File: config.mk
export PLATFORM = sky130hd
export DESIGN_NAME = pipe_ctrl
export DESIGN_NICKNAME = d
export VERILOG_FILES = /design/src/rtl/pipe_ctrl_pkg.sv /design/src/rtl/pipe_ctrl_fwd_match.sv /design/src/rtl/pipe_ctrl.sv
export SDC_FILE = /design/constraint.sdc
export NUM_CORES = 1
export LEC_CHECK = 0
export BUFFER_PORTS_ARGS = -buffer_cell sky130_fd_sc_hd__buf_2
export CAP_MARGIN = 15
export CELL_PAD_IN_SITES_DETAIL_PLACEMENT = 1
export CELL_PAD_IN_SITES_GLOBAL_PLACEMENT = 1
export CORE_UTILIZATION = 33
export DETAILED_ROUTE_END_ITERATION = 16
export PLACE_DENSITY = 0.84
export SYNTH_ARGS = -nofsm -noshare
export SYNTH_HDL_FRONTEND = slang
export SYNTH_SLANG_ARGS = --single-unit
File: constraint.sdc
create_clock -name clk -period 2.2 [get_ports clk]
set_clock_uncertainty 0.15 [all_clocks]
set_input_delay 0.44 -clock clk [delete_from_list [all_inputs] [get_ports clk]]
set_output_delay 0.44 -clock clk [all_outputs]
set_load 0.1 [all_outputs]
File: src/rtl/pipe_ctrl_pkg.sv
// Shared types and constants for the pipeline controller: stall bus encoding,
// forwarding selects and the destination scoreboard entry.
package pipe_ctrl_pkg;

  localparam logic STOP    = 1'b1;
  localparam logic NO_STOP = 1'b0;

  typedef logic [5:0] stall_bus_t;

  localparam int STG_ID  = 2;
  localparam int STG_EX  = 3;
  localparam int STG_MEM = 4;
  localparam int STG_WB  = 5;

  localparam stall_bus_t STALL_NONE = 6'b000000;
  localparam stall_bus_t STALL_ID   = 6'b000111;
  localparam stall_bus_t STALL_EX   = 6'b001111;
  localparam stall_bus_t STALL_MEM  = 6'b011111;

  typedef enum logic [1:0] {
    FWD_RF  = 2'd0,
    FWD_EX  = 2'd1,
    FWD_MEM = 2'd2,
    FWD_WB  = 2'd3
  } fwd_sel_e;

  typedef struct packed {
    logic       we;
    logic [4:0] waddr;
    logic       is_load;
  } sb_entry_t;

  localparam sb_entry_t SB_EMPTY = '0;

  function automatic logic hazard(input logic used, input logic [4:0] addr,
                                  input sb_entry_t e);
    return used && e.we && (e.waddr == addr) && (addr != 5'd0);
  endfunction

  // A stalled stage keeps its entry; a stage whose source is stalled takes a bubble.
  function automatic sb_entry_t sb_advance(input sb_entry_t cur, input sb_entry_t src,
                                           input logic stall_self, input logic stall_src);
    if (stall_self == STOP) return cur;
    else if (stall_src == NO_STOP) return src;
    else return SB_EMPTY;
  endfunction

endpackage

File: src/rtl/pipe_ctrl_fwd_match.sv
// Matches one ID source operand against the EX/MEM/WB scoreboard entries and
// picks the youngest producer.
module pipe_ctrl_fwd_match
  import pipe_ctrl_pkg::*;
(
  input  logic       used_i,
  input  logic [4:0] addr_i,
  input  sb_entry_t  ex_i,
  input  sb_entry_t  mem_i,
  input  sb_entry_t  wb_i,
  output logic [2:0] hit_o,
  output fwd_sel_e   sel_o
);

  logic unused_ld;
  assign unused_ld = ^{ex_i.is_load, mem_i.is_load, wb_i.is_load};

  // hit_o bit 0 = EX, 1 = MEM, 2 = WB
  assign hit_o = {hazard(used_i, addr_i, wb_i),
                  hazard(used_i, addr_i, mem_i),
                  hazard(used_i, addr_i, ex_i)};

  always_comb begin
    sel_o = FWD_RF;
    if (hit_o[0])      sel_o = FWD_EX;
    else if (hit_o[1]) sel_o = FWD_MEM;
    else if (hit_o[2]) sel_o = FWD_WB;
  end

endmodule

File: src/rtl/pipe_ctrl.sv
// Pipeline controller: scoreboard-based hazard detection, forwarding selects and
// stall merge. Define PIPE_CTRL_FWD_EN to enable forwarding; otherwise every hazard stalls ID.
module pipe_ctrl
  import pipe_ctrl_pkg::*;
#(
  parameter int STALL_W = 6
) (
  input  logic               clk,
  input  logic               rst,
  input  logic               id_valid,
  input  logic [4:0]         id_rs,
  input  logic [4:0]         id_rt,
  input  logic               id_rs_used,
  input  logic               id_rt_used,
  input  logic               id_rf_we,
  input  logic [4:0]         id_rf_waddr,
  input  logic               id_is_load,
  input  logic               ex_stallreq,
  input  logic               mem_stallreq,
  output logic [STALL_W-1:0] stall,
  output logic [1:0]         fwd_sel_a,
  output logic [1:0]         fwd_sel_b,
  output logic               load_use
);

  sb_entry_t  sb_ex_q, sb_mem_q, sb_wb_q;
  sb_entry_t  sb_ex_d, sb_mem_d, sb_wb_d;
  sb_entry_t  id_entry;
  logic [2:0] hit_a, hit_b;
  fwd_sel_e   sel_a, sel_b;
  logic       data_haz;
  stall_bus_t stall_pat;

  pipe_ctrl_fwd_match u_match_rs (
    .used_i (id_rs_used),
    .addr_i (id_rs),
    .ex_i   (sb_ex_q),
    .mem_i  (sb_mem_q),
    .wb_i   (sb_wb_q),
    .hit_o  (hit_a),
    .sel_o  (sel_a)
  );

  pipe_ctrl_fwd_match u_match_rt (
    .used_i (id_rt_used),
    .addr_i (id_rt),
    .ex_i   (sb_ex_q),
    .mem_i  (sb_mem_q),
    .wb_i   (sb_wb_q),
    .hit_o  (hit_b),
    .sel_o  (sel_b)
  );

`ifdef PIPE_CTRL_FWD_EN
  logic unused_hit;
  assign unused_hit = ^{hit_a[2:1], hit_b[2:1]};

  // Only a load still in EX cannot be forwarded; its data appears from MEM onward.
  assign data_haz  = id_valid && sb_ex_q.is_load && (hit_a[0] || hit_b[0]);
  assign fwd_sel_a = id_valid ? sel_a : FWD_RF;
  assign fwd_sel_b = id_valid ? sel_b : FWD_RF;
`else
  logic unused_sel;
  assign unused_sel = ^{sel_a, sel_b};

  assign data_haz  = id_valid && ((|hit_a) || (|hit_b));
  assign fwd_sel_a = FWD_RF;
  assign fwd_sel_b = FWD_RF;
`endif

  always_comb begin
    stall_pat = STALL_NONE;
    if (mem_stallreq)     stall_pat = STALL_MEM;
    else if (ex_stallreq) stall_pat = STALL_EX;
    else if (data_haz)    stall_pat = STALL_ID;
  end

  assign stall    = STALL_W'(stall_pat);
  assign load_use = data_haz && !mem_stallreq && !ex_stallreq;

  always_comb begin
    id_entry = SB_EMPTY;
    if (id_valid) begin
      id_entry.we      = id_rf_we;
      id_entry.waddr   = id_rf_waddr;
      id_entry.is_load = id_is_load;
    end
  end

  assign sb_ex_d  = sb_advance(sb_ex_q,  id_entry, stall_pat[STG_EX],  stall_pat[STG_ID]);
  assign sb_mem_d = sb_advance(sb_mem_q, sb_ex_q,  stall_pat[STG_MEM], stall_pat[STG_EX]);
  assign sb_wb_d  = sb_advance(sb_wb_q,  sb_mem_q, stall_pat[STG_WB],  stall_pat[STG_MEM]);

  always_ff @(posedge clk) begin
    if (rst) begin
      sb_ex_q  <= SB_EMPTY;
      sb_mem_q <= SB_EMPTY;
      sb_wb_q  <= SB_EMPTY;
    end else begin
      sb_ex_q  <= sb_ex_d;
      sb_mem_q <= sb_mem_d;
      sb_wb_q  <= sb_wb_d;
    end
  end

endmodule

### After elaboration in Yosys (flattened, before gate mapping)

Index checks and enable logic that the tools add are counted.

* input port bits: 24
* register bits: 20
* word-level logic and storage cells: 49
* output and inout bits: 11

* reduce and logical (&&, ||, !) cells: 28
* multiplexer cells: 7
* eq/ne operators: 6

Operators by type and width (number)
* == test 5 bit: 6
* two-way mux 7 bit: 4
* logical AND 1 bit: 21
* two-way mux 6 bit: 2
* nonzero test 5 bit: 2
* OR reduction 3 bit: 2
* two-way mux 3 bit: 1
* zero test 1 bit: 2
* logical OR 1 bit: 1

### Depth between registers and ports, before layout

* depth after elaboration: 10
* mapped depth: 8
* mapped depth without buffers: 6

### Modules after synthesis

A second synthesis with hierarchy kept.

* cell total of the unflattened synthesis: 148
* area, all modules: 1292.5 um^2

By module, submodules not included
* pipe_ctrl: sequential area each 420.4 um^2, times used 1, cells each 92, area an instance 839.6 um^2
* pipe_ctrl_fwd_match: sequential area each 0.0 um^2, times used 2, cells each 28, area an instance 226.5 um^2

### Least setup slack after synthesis

No wires, ideal clock.

* path kind: input to output
* start point: input port mem_stallreq
* end point: output port stall[1]
* path buffers: 2
* setup slack: -0.939 ns
* data required time: 1.610 ns
* arrival time: 2.549 ns
* cell stages on the path: 5
* cells stage by stage: nor2_1 clkbuf_1 inv_1 a21o_1 buf_4

* cells in the longest elaborated chain, start to end: 1

Ends and longest elaborated chain
* start: declaration: line pipe_ctrl.sv:19 `input logic mem_stallreq,`
* two-way mux 6 bit: line pipe_ctrl.sv:73 `if (mem_stallreq) stall_pat = STALL_MEM;`
* end: declaration: line pipe_ctrl.sv:20 `output logic [STALL_W-1:0] stall,`

No other way between the ends.

### Worst setup path in the final report

* start point: register sb_mem_q[4] in the netlist's numbering
* end point: output port load_use

* cells in the longest elaborated chain, start to end: 8
* elaborated cells on any way between the ends: 12
* those cells by class: eq/ne: 2; reduce/logical: 10

Ends and longest elaborated chain
* start: declaration: line pipe_ctrl.sv:26 `sb_entry_t sb_ex_q, sb_mem_q, sb_wb_q;`
* start signal: assignment: line pipe_ctrl.sv:101 `sb_mem_q <= sb_mem_d;`
* == test 5 bit: line pipe_ctrl_pkg.sv:37 `return used && e.we && (e.waddr == addr) && (addr != 5'd0);`
* logical AND 1 bit (2 in a row): line pipe_ctrl_pkg.sv:37
* OR reduction 3 bit: line pipe_ctrl.sv:66 `assign data_haz = id_valid && ((|hit_a) || (|hit_b));`
* logical OR 1 bit *: line pipe_ctrl.sv:66
* logical AND 1 bit *: line pipe_ctrl.sv:66
* logical AND 1 bit * (2 in a row): line pipe_ctrl.sv:79 `assign load_use = data_haz && !mem_stallreq && !ex_stallreq;`
* end: declaration: line pipe_ctrl.sv:23 `output logic load_use`

Every way passes the cells marked *; elsewhere a longest branch is shown, timed or not.

==> results.json <==
{
  "grt_pass1_wl_um": 5361,
  "fin_crit_ns": 2.588,
  "nNetsFinal": 194,
  "synth.most_common_cell": "xor2_1",
  "ys_types": 26,
  "crit_path_start_kind": "flip-flop",
  "pwr-share-comb_pct": 29.8,
  "powerDensity_mw_per_mm2": 461.1,
  "slowest_delay_ns": 0.37,
  "layout-drive-gt1-share_pct": 41.67,
  "antenna_found_initial": 0,
  "slew_viol_final": 0,
  "io_buffers": 28,
  "worst-path-max-fanout": 3,
  "grt.total_usage_pct": 19.71,
  "ys.warnings.count": 0,
  "cts.sink_count": 18,
  "place_inst": 210,
  "p_switching_w": 0.0002574,
  "ir_worst_vdd_mv": 0.1622,
  "drv_cap": 0,
  "cts_tree": "yes",
  "clock_latency_ns": 0.30,
  "synthArstFlopShare_pct": 0,
  "tns_ns": -1.532,
  "yosysSeqAreaShare_pct": 31.48,
  "worstReg2RegStart": "sb_mem_q[4]",
  "syn_avg_cell_area_um2": 8.875,
  "synth_cells": 129,
  "drt-vias-per-instance": 5.000,
  "failed_checks": "negative setup slack",
  "clk_pin_slew_ns": 0.11,
  "diodes": 0,
  "yosys.area.top_type": "dfxtp_1",
  "first_global_vias": 1175,
  "ctsRootBufferMaster": "clkbuf_4",
  "end_kind": "output pin",
  "vias": 1070,
  "cts_max_level": 1,
  "synth_top_area_share_pct": 31.48,
  "hp-class": "input port to flip-flop",
  "outcome": "finished, violations left",
  "cp_cell_sequence": "buf_4, xor2_1, nor4_2, nand3_1, a31oi_1, or2_4, and3_4, buf_12",
  "cts-buffers-inserted": 3,
  "dp_hpwl_um": 2599,
  "first_pass_iters": 4,
  "drt_iter0_markers": 19,
  "place.gp.congestion": 0.8008,
  "crit_required_ns": 1.61,
  "grt_overflow": 0,
  "finalCritPeriodShare_pct": 117.6,
  "grt_max_degree": 20,
  "clkPwrFrac_pct": 23.9,
  "synth_enable_flop_cells": 0,
  "rrSetupSlack_ns": 0.33,
  "timing.hold.ws_ns": 0.2813,
  "fmax_mhz": 386.4,
  "drcViolationCount": 0,
  "path_class": "flip-flop to output pin",
  "instances_no_fill": 214,
  "io_pins": 35,
  "num_rows": 21,
  "synth_seq_cells": 18,
  "critPathLaunch": "sb_mem_q[4]",
  "worstPathArrival_ns": 2.00,
  "rsz0062_at_grt": "true",
  "ant_nets": 0,
  "internal_power_w": 0.0004649,
  "die_w_um": 60.90,
  "area_growth_syn_to_layout_pct": 36.83,
  "netlist_top_cells_area": "dfxtp_1 (31%), xor2_1 (18%), o32ai_2 (7.1%)",
  "p_leak_nw": 0.6688,
  "hold_viol": 0,
  "hp-start": "id_rf_waddr[0]",
  "setup_ws_ns": -0.3880,
  "core-area_mm2": 0.003337,
  "synthFlopType": "dfxtp_1",
  "cp_slowest_cell": "dfxtp_4",
  "start_util_pct": 34.31,
  "routed_wl_um": 3235,
  "die_area_mm2": 0.003709,
  "netlist_top_cells_count": "xor2_1 (24), dfxtp_1 (18), nand3_1 (11)",
  "syn-cell-area_mm2": 0.001145,
  "die_height_um": 60.90,
  "finalSetupViolCount": 4,
  "clockBufferDepth": 2,
  "sw_frac_of_total_pct": 35.64,
  "wire_per_inst_um": 15.12,
  "p_seq_share_pct": 46.2
}
area by class of cell:
class | count | area (µm²)
Tap cell | 46 | 57.56
Fill cell | 412 | 1770
Sequential cell | 18 | 367.9
Timing Repair Buffer | 46 | 347.8
Multi-Input combinational cell | 99 | 759.5
Inverter | 2 | 11.26
Clock buffer | 3 | 22.52
power by group through the flow:
stage,Combinational [W],Sequential (W),Clock (W)
finish,0.000216,0.000334,0.000173
global route,0.000228,0.000335,0.000191
CTS,0.000213,0.000335,0.000174
detailed placement,0.000206,0.000343,0
global placement,0.000199,0.000342,0
floorplan,0.000148,0.000342,0
logic make-up (layout without fill, tap and decap cells):
logic type      Yosys count  in the layout  share of synthesized area [%]
xor+xnor                 30             30                          22.95
buf+inv                  16             51                          8.524
other cells               1              5                         0.3276
compound gates           17             17                          13.12
simple gates             47             47                          23.61
flops                    18             18                          31.48
repair_timing:
action / CTS / global route
setup buffers: 0 / 1
hold buffers: 0 / 0
pin swaps: 7 / 4
endpoints found under the setup margin: 4 / 4
resized for setup: 12 / 5
stage by stage:
stage	area, µm²	total power (W)	utilization [%]	setup slack, ns
after floorplan	1210	0.0004901	-	-0.4079
after global placement	1470	0.0005406	44.06	-0.3969
after detailed placement	1470	0.0005483	44.06	-0.4441
after CTS	1539	0.0007225	46.12	-0.4168
after global routing	1567	0.0007538	46.94	-0.4744
final	1567	0.0007223	46.94	-0.3880
layer usage:
layer	GRT usage, %	wire length, µm
met5	0	0
met4	8.117	83
met3	2.132	139
met2	35.79	1627
met1	23.51	1384
flip-flops by register name (all words and copies together) (netlist names):
signal	count
sb_ex_q	6
sb_wb_q	6
sb_mem_q	6
worst paths after layout:
kind,endpoint,cells past startpoint
min,sb_ex_q[1],3
max,load_use,8
min reg2reg,sb_wb_q[6],1
max reg2reg,sb_ex_q[3],8
worst max-delay path, delay by kind of cell (launching register included):
kind            cells  cell delay, ns
simple gates        4            0.70
buf+inv             2            0.30
xor+xnor            1            0.16
flops               1            0.37
compound gates      1            0.16
cells in the final DEF, fill, tap and decap left out, types with 3 or more instances in the layout:
cell type | netlist | routed
xor2_1 | 24 | 23
buf_2 | 0 | 22
buf_4 | 8 | 18
dfxtp_1 | 18 | 14
nand3_1 | 11 | 11
nor2_1 | 8 | 7
xnor2_1 | 6 | 6
a21oi_1 | 6 | 6
and2_1 | 6 | 6
nor3b_1 | 5 | 5
nand2b_1 | 5 | 5
o32ai_2 | 5 | 5
conb_1 | 1 | 5
nor4_2 | 0 | 4
buf_12 | 0 | 4
clkbuf_4 | 0 | 3
dfxtp_2 | 0 | 3
Power figures use the tool's default switching activity.
